File: config.mk
export PLATFORM = sky130hd
export DESIGN_NAME = multi_issue_instruction_queue
export DESIGN_NICKNAME = d
export VERILOG_FILES = /design/src/rtl/multi_issue_instruction_queue.sv
export SDC_FILE = /design/constraint.sdc
export NUM_CORES = 1
export LEC_CHECK = 0
export CORE_AREA = 2 2 231 233
export DETAILED_ROUTE_END_ITERATION = 12
export DIE_AREA = 0 0 233 235
export PLACE_DENSITY = 0.81
export SLEW_MARGIN = 20
export SYNTH_ARGS = -nofsm -noshare
export SYNTH_HDL_FRONTEND = slang
export SYNTH_SLANG_ARGS = --single-unit
File: constraint.sdc
create_clock -name clk_i -period 9.1 [get_ports clk_i]
set_input_delay 1.82 -clock clk_i [delete_from_list [all_inputs] [get_ports clk_i]]
set_output_delay 1.82 -clock clk_i [all_outputs]
set_load 0.05 [all_outputs]
File: src/rtl/multi_issue_instruction_queue.sv
// Multi-lane in-order instruction queue between decode and issue/rename.
// Optional same-cycle enqueue->dequeue bypass when empty: define IQ_BYPASS_EN.
module multi_issue_instruction_queue #(
  parameter int unsigned DEPTH  = 8,
  parameter int unsigned ENQ_W  = 2,
  parameter int unsigned DEQ_W  = 2,
  parameter int unsigned DATA_W = 64
) (
  input  logic                       clk_i,
  input  logic                       rstn_i,
  input  logic                       flush_i,
  input  logic [ENQ_W-1:0]           enq_valid_i,
  input  logic [ENQ_W*DATA_W-1:0]    enq_data_i,
  output logic [ENQ_W-1:0]           enq_ready_o,
  output logic [DEQ_W-1:0]           deq_valid_o,
  output logic [DEQ_W*DATA_W-1:0]    deq_data_o,
  input  logic [DEQ_W-1:0]           deq_ready_i,
  output logic [$clog2(DEPTH):0]     count_o,
  output logic [$clog2(DEPTH):0]     free_o,
  output logic                       full_o,
  output logic                       empty_o
);

  localparam int unsigned PTR_W = $clog2(DEPTH);
  localparam int unsigned CNT_W = PTR_W + 1;

  logic [DATA_W-1:0] mem_q [DEPTH];
  logic [PTR_W-1:0]  head_q, head_d, tail_q, tail_d;
  logic [CNT_W-1:0]  count_q, count_d;
  logic [CNT_W-1:0]  free_c, n_vld, n_enq, n_deq;
  logic [CNT_W-1:0]  rank [ENQ_W];
  logic [ENQ_W-1:0]  acc, wr_en;
  logic [PTR_W-1:0]  wr_addr [ENQ_W];
  logic              take;

  // Lane ranking, handshakes, read mux and pointer arithmetic
  always_comb begin
    free_c      = CNT_W'(DEPTH) - count_q;
    n_vld       = '0;
    n_enq       = '0;
    acc         = '0;
    enq_ready_o = '0;
    for (int i = 0; i < ENQ_W; i++) begin
      rank[i]        = n_vld;
      enq_ready_o[i] = rstn_i & ~flush_i & (n_vld < free_c);
      acc[i]         = enq_valid_i[i] & enq_ready_o[i];
      if (enq_valid_i[i]) n_vld = n_vld + CNT_W'(1);
      if (acc[i])         n_enq = n_enq + CNT_W'(1);
    end

    deq_valid_o = '0;
    deq_data_o  = '0;
    for (int j = 0; j < DEQ_W; j++) begin
      deq_valid_o[j] = (count_q > CNT_W'(j));
      if (deq_valid_o[j])
        deq_data_o[j*DATA_W +: DATA_W] = mem_q[head_q + PTR_W'(j)];
    end
`ifdef IQ_BYPASS_EN
    // Empty queue: accepted lanes appear on the output in packed order
    if (count_q == '0 && !flush_i) begin
      for (int j = 0; j < DEQ_W; j++) begin
        for (int i = 0; i < ENQ_W; i++) begin
          if (acc[i] && rank[i] == CNT_W'(j)) begin
            deq_valid_o[j]                 = 1'b1;
            deq_data_o[j*DATA_W +: DATA_W] = enq_data_i[i*DATA_W +: DATA_W];
          end
        end
      end
    end
`endif

    n_deq = '0;
    take  = 1'b1;
    for (int j = 0; j < DEQ_W; j++) begin
      if (take && deq_valid_o[j] && deq_ready_i[j]) n_deq = n_deq + CNT_W'(1);
      else                                          take  = 1'b0;
    end

    for (int i = 0; i < ENQ_W; i++) begin
      wr_addr[i] = tail_q + PTR_W'(rank[i]);
      wr_en[i]   = acc[i];
`ifdef IQ_BYPASS_EN
      // Bypassed-and-consumed lanes never land in storage
      if (count_q == '0 && rank[i] < n_deq) wr_en[i] = 1'b0;
`endif
    end

    head_d  = head_q + PTR_W'(n_deq);
    tail_d  = tail_q + PTR_W'(n_enq);
    count_d = count_q + n_enq - n_deq;
    if (flush_i) begin
      head_d  = '0;
      tail_d  = '0;
      count_d = '0;
    end
  end

  always_ff @(posedge clk_i or negedge rstn_i) begin
    if (!rstn_i) begin
      head_q  <= '0;
      tail_q  <= '0;
      count_q <= '0;
    end else begin
      head_q  <= head_d;
      tail_q  <= tail_d;
      count_q <= count_d;
    end
  end

  // Payload storage carries no reset
  always_ff @(posedge clk_i) begin
    for (int i = 0; i < ENQ_W; i++) begin
      if (wr_en[i]) mem_q[wr_addr[i]] <= enq_data_i[i*DATA_W +: DATA_W];
    end
  end

  assign count_o = count_q;
  assign free_o  = free_c;
  assign full_o  = ~rstn_i | (count_q == CNT_W'(DEPTH));
  assign empty_o = (count_q == '0);

endmodule
# --- After elaboration in Yosys (flattened, before gate mapping) ---
# Memory sizes are Yosys's and may differ from the RTL's.
# Index checks and enable logic that the tools add are counted.
totals:
  regBits: 10
  mem_bits_rw: 512
  memories: 1
mem_list:
  columns: ["name", "depth", "width", "rd", "rd_clocked_by_memory_dff", "write_ports", "line_no", "text"]
  rows:
  - ["mem_q", 8, 64, 2, 0, 2, "27", "logic [DATA_W-1:0] mem_q [DEPTH];"]
op_classes:
  n_addsub: 9
  order_cmp: 4
  n_eq_ne: 1
  n_mux: 15
  bitwise: 8
  reduce_logical: 4
ops:
  columns: ["op", "n"]
  rows:
  - ["$mux 64", 2]
  - ["$mux 4", 3]
  - ["$add 4x1->4 const B", 2]
  - ["$gt 4x1->1 const B", 2]
  - ["$mux 1", 8]
  - ["$add 3x3->3", 2]
  - ["$mux 3", 2]
  - ["$and 1x1->1", 5]
  - ["$add 4x4->4", 1]
  - ["$eq 4x4->1 const B", 1]
  - ["$logic_not 4->1", 1]
  - ["$lt 1x4->1 const A", 1]
  - ["$lt 4x4->1", 1]
  - ["$sub 4x4->4", 1]
  - ["$sub 4x4->4 const A", 1]
  - ["$add 3x1->3", 1]
  - ["$add 3x1->3 const B", 1]
  - ["$logic_and 1x1->1", 3]
  - ["$not 1->1", 2]
  - ["$or 1x1->1", 1]

# --- Depth between registers and ports, before layout ---
depth:
  depth_word: 10
  mapped_depth: 16
  depth_no_buf: 15

# --- Worst setup path after synthesis ---
# Ideal clock, no wire load.
synth_timing:
  path_type: "input -> register"
  from: "in flush_i"
  to: "mem mem_q[1][0] (enable)"
  setup_ns: 0.574
  arrival_time_ns: 6.929
  t_required_ns: 8.526
  path_slack_ns: 1.597
  path_stages: 4
  cell_sequence: "nand2b_1 -> a31oi_1 -> nand4b_1 -> o21ai_0"
synth_rtl:
  columns: ["item", "line_no", "text"]
  rows:
  - ["start, declared", "11", "input logic flush_i,"]
  - ["end, declared", "27", null]

# --- Worst setup path in the final report ---
layout_timing:
  from: "reg head_q[1]"
  to: "out deq_data_o[65]"
layout_between:
  elab_chain_cells: 3
layout_rtl:
  columns: ["item", "line_no", "text"]
  rows:
  - ["start, declared", "28", "logic [PTR_W-1:0] head_q, head_d, tail_q, tail_d;"]
  - ["start signal, assigned", "100", "head_q <= '0;"]
  - ["start signal, assigned", "104", "head_q <= head_d;"]
  - ["$add 3x1->3", "56", "deq_data_o[j*DATA_W +: DATA_W] = mem_q[head_q + PTR_W'(j)];"]
  - ["$mem_v2 8x64", null, null]
  - ["$mux 64", "55", "if (deq_valid_o[j])"]
  - ["end, declared", "16", "output logic [DEQ_W*DATA_W-1:0] deq_data_o,"]
# No other way between the ends.

==> Implementation_results.wiki <==
{| class="wikitable"
! Metric !! Value
|-
| Power density normalized to cell area || 322 nW/um^2
|-
| Congestion Overflow GR || 0
|-
| Reg-to-reg slack, setup || 4.65 ns
|-
| Via total after detailed routing || 19,111
|-
| Final setup violation count || 0
|-
| Core Box Area || 52,200 um^2
|-
| Floorplan die area || 54,800 um^2
|-
| Arr. time, crit path || 4.84 ns
|-
| I/O pin cnt || 277
|-
| Starting density of the core || 58.6%
|-
| Wirelength, routed || 82,600 um
|-
| Placement Cell Area || 33,900 um^2
|-
| Endpoint required time on the critical path || 7.28 ns
|-
| VDD IR-drop max || 0.000329 V
|-
| Number of max-capacitance violations reported || 0
|-
| Die Y || 235 um
|-
| Delay contributed by the slowest stage of the critical path || 1.11 ns
|-
| Class of the worst hold path || reg2reg
|-
| DR WL/cell || 29.1 um
|-
| Layer with the highest usage after global routing || met2
|-
| Area overhead of the layout relative to synthesis || 16.6%
|-
| Nature of the critical path startpoint || flip-flop
|-
| Buffer depth of the longest clock path || 3
|-
| DIE WIDTH || 233 um
|-
| Post-Place Setup Slack || 2.77 ns
|-
| Hold violation count in the final report || 0
|-
| Final clock skew || 0.0128 ns
|-
| Count of mapped cells out of synthesis || 1,876
|-
| Rel. slew slack || 21.9%
|-
| Kind of end point of the critical path || output port
|-
| Buffers inserted during post-CTS setup optimization || 0
|-
| Met2 track utilization from global routing || 50.8%
|-
| WS Path Type || reg2out
|-
| Most used DFF post-synth || sky130_fd_sc_hd__edfxtp_1
|-
| RePlAce Congestion || 0.824
|-
| Pre-Repair DR Iteration Count || 5
|-
| Mean number of vias per cell || 6.73
|-
| Standby leakage power || 11.3 nW
|-
| Clock tree from TritonCTS || done
|-
| # DRC || 0
|-
| Post-placement cell count || 2,727
|-
| Clk pin slew, worst setup/hold paths || 0.06 ns
|-
| Post-synth design cell area || 30,600 um^2
|-
| Crit path time final || 6.66 ns
|-
| H-Tree Level Count || 2
|-
| List of cells traversed by the critical path || ha_4, buf_4, mux4_2, nand2_1, a21oi_1, clkdlybuf4s50_1
|-
| Result of the run || finished clean
|-
| Number of buffers added to fix hold violations after cts || 0
|-
| Global-route wire length before repair || 125,000 um
|-
| Net count of the finished layout || 2,253
|-
| Max-slew violation count || 0
|-
| Worst Setup Slack, final || 2.44 ns
|-
| Number of synthesized flops with an enable pin || 512
|-
| Unique cell type count in the Yosys netlist || 42
|-
| Maximum fanout encountered on the critical timing path || 60
|-
| CP max stage cell || sky130_fd_sc_hd__dfrtp_4
|-
| Met1 usage in global routing || 40.5%
|-
| Mapped Avg Cell Area || 16.3 um^2
|-
| Standard-cell rows || 84
|-
| Number of buffer and inverter stages on the critical path || 2
|-
| Ys async rst share || 1.92%
|-
| Met3 layer usage reported by global route || 6.89%
|-
| Ratio of cells with drive above 1 in the final layout || 41.0%
|-
| Count of input and output buffers || 276
|-
| Cell type with the highest aggregate area in the netlist || sky130_fd_sc_hd__edfxtp_1
|-
| DRT antenna net count || 0
|-
| Proportion of synthesized chip area in sequential cells || 51.1%
|-
| Highest clock frequency the design can meet || 150 MHz
|-
| Via count of the first global-routing pass || 20,428
|-
| Number of sinks handled by clock tree synthesis || 522
|-
| RSZ-0062 raised after global routing || false
|-
| Synth Net Count || 2,032
|-
| DP Wirelength || 46,100 um
|-
| GRT Overall Usage || 30.7%
|-
| Setup TNS || 0 ns
|-
| Top cell family by delay on the critical path || buffers and inverters
|-
| Area share of the leading cell type in the synthesized netlist || 50.2%
|-
| Largest net degree at the start of global routing || 146
|-
| Clk_lat worst skew || 0.61 ns
|-
| Number of storage elements in the synthesis netlist || 522
|-
| Finished layout cell area || 35,700 um^2
|-
| Master cell of the clock root buffer || sky130_fd_sc_hd__clkbuf_16
|-
| Number of buffers created by CTS || 56
|-
| Number of cells upsized or downsized after cts || 0
|-
| Fraction of the core area covered by cells at the end of the flow || 68.3%
|-
| Number of warnings reported in the yosys synthesis log || 0
|-
| DRC violation total after the first TritonRoute iteration || 1,888
|-
| Least-Margin Pin Slew || 1.17 ns
|-
| Layout Cells excl Fill || 2,839
|-
| Share of the cycle needed by the critical path after routing || 73.2%
|-
| Top area cells in the synthesized netlist || sky130_fd_sc_hd__edfxtp_1, sky130_fd_sc_hd__mux4_2, sky130_fd_sc_hd__mux2_2
|-
| Number of antenna violations at the first check in global routing || 16
|}
-- routing by layer --
metal  wire (um)  up-vias  share of wire, %
met5          89        -              0.11
met3        7840      150               9.5
met1       31100     9880                38
met2       41600     1013                50
met4        1990       12               2.4
li1            -     8056                 -
-- sequential cells by signal (all words and copies together), names as in the netlist --
signal,count
mem_q,512
tail_q,3
count_o,4
head_q,3
-- path summary, 6_finish.rpt --
check                                         start                endpoint  cells past startpoint
worst max register to register  tail_q[0]$_DFF_PN0_  mem_q[4][49]$_DFFE_PP_                      8
worst min-delay path            tail_q[2]$_DFF_PN0_     tail_q[2]$_DFF_PN0_                      2
max in group asynchronous                    rstn_i     head_q[1]$_DFF_PN0_                      1
worst min register to register  tail_q[2]$_DFF_PN0_     tail_q[2]$_DFF_PN0_                      2
worst max-delay path            head_q[1]$_DFF_PN0_          deq_data_o[65]                      6
min in group asynchronous                    rstn_i    count_o[3]$_DFF_PN0_                      1
-- logic make-up after synthesis --
logic type / synth area share, %
buffers and inverters: 3.00
XOR/XNOR: 0.286
flip-flops: 51.1
adder cells (fa/ha/maj): 0.957
AND/OR/NAND/NOR: 3.07
multiplexers: 39.8
AO/OA/AOI/OAI: 1.85
-- synth_stat cells (all sizes together), types with 2 or more instances --
| cell | n |
|---|---|
| clkbuf | 64 |
| nand4b | 2 |
| nor2b | 5 |
| a31oi | 2 |
| inv | 18 |
| or2 | 2 |
| xnor2 | 6 |
| nand4 | 2 |
| and3 | 2 |
| o21bai | 4 |
| fa | 4 |
| a2111oi | 2 |
| a211oi | 2 |
| mux4 | 256 |
| a21oi | 65 |
| nand2b | 3 |
| edfxtp | 512 |
| o211ai | 2 |
| dfrtp | 10 |
| nand2 | 135 |
| and2 | 2 |
| buf | 88 |
| o21ai | 5 |
| mux2i | 64 |
| ha | 17 |
| o2111ai | 2 |
| xor2 | 4 |
| mux2 | 512 |
| nor2 | 75 |
-- power breakdown --
group	total (mW)	internal [mW]	switching [mW]
combinational	6.30	2.51	3.79
sequential	2.94	2.76	0.173
clock	2.24	1.30	0.939
total	11.5	6.58	4.90
-- layout make-up --
type	instances	area (um^2)
antenna	10	25.0
sequential	522	15600
timing repair buffer	315	3070
inverter	18	67.6
fill	3546	16600
clock inverter	34	300
tap	688	861
clock buffer	68	1470
multi-input combinational	1184	14200
-- per-stage QoR --
step / power (mW) / hold WS (ns)
final: 11.5 / 0.640
after global routing: 11.9 / 0.715
after CTS: 11.5 / 0.648
after detailed placement: 9.30 / 0.635
after global placement: 9.23 / 0.630
after floorplan: 7.41 / 0.589
-- worst register-to-register path: stages, from the launching register on --
cell and delay (ns):
sky130_fd_sc_hd__dfrtp_1 0.46, sky130_fd_sc_hd__ha_1 0.22, sky130_fd_sc_hd__ha_1 0.30, sky130_fd_sc_hd__nor4bb_1 0.91
sky130_fd_sc_hd__nand2_1 0.23, sky130_fd_sc_hd__a211oi_4 0.25, sky130_fd_sc_hd__buf_4 0.42, sky130_fd_sc_hd__o21bai_4 0.44
sky130_fd_sc_hd__buf_4 0.81
-- cells in the final DEF (no fill, tap or decap), drive strengths merged, types with 18 or more instances in the layout --
cell           instances
clkinv                26
mux2                 512
clkbuf                68
nor2                  75
nand2                135
clkdlybuf4s50        276
buf                   39
mux4                 256
mux2i                 64
edfxtp               512
a21oi                 65
inv                   18
(Power assumes the default switching activity.)
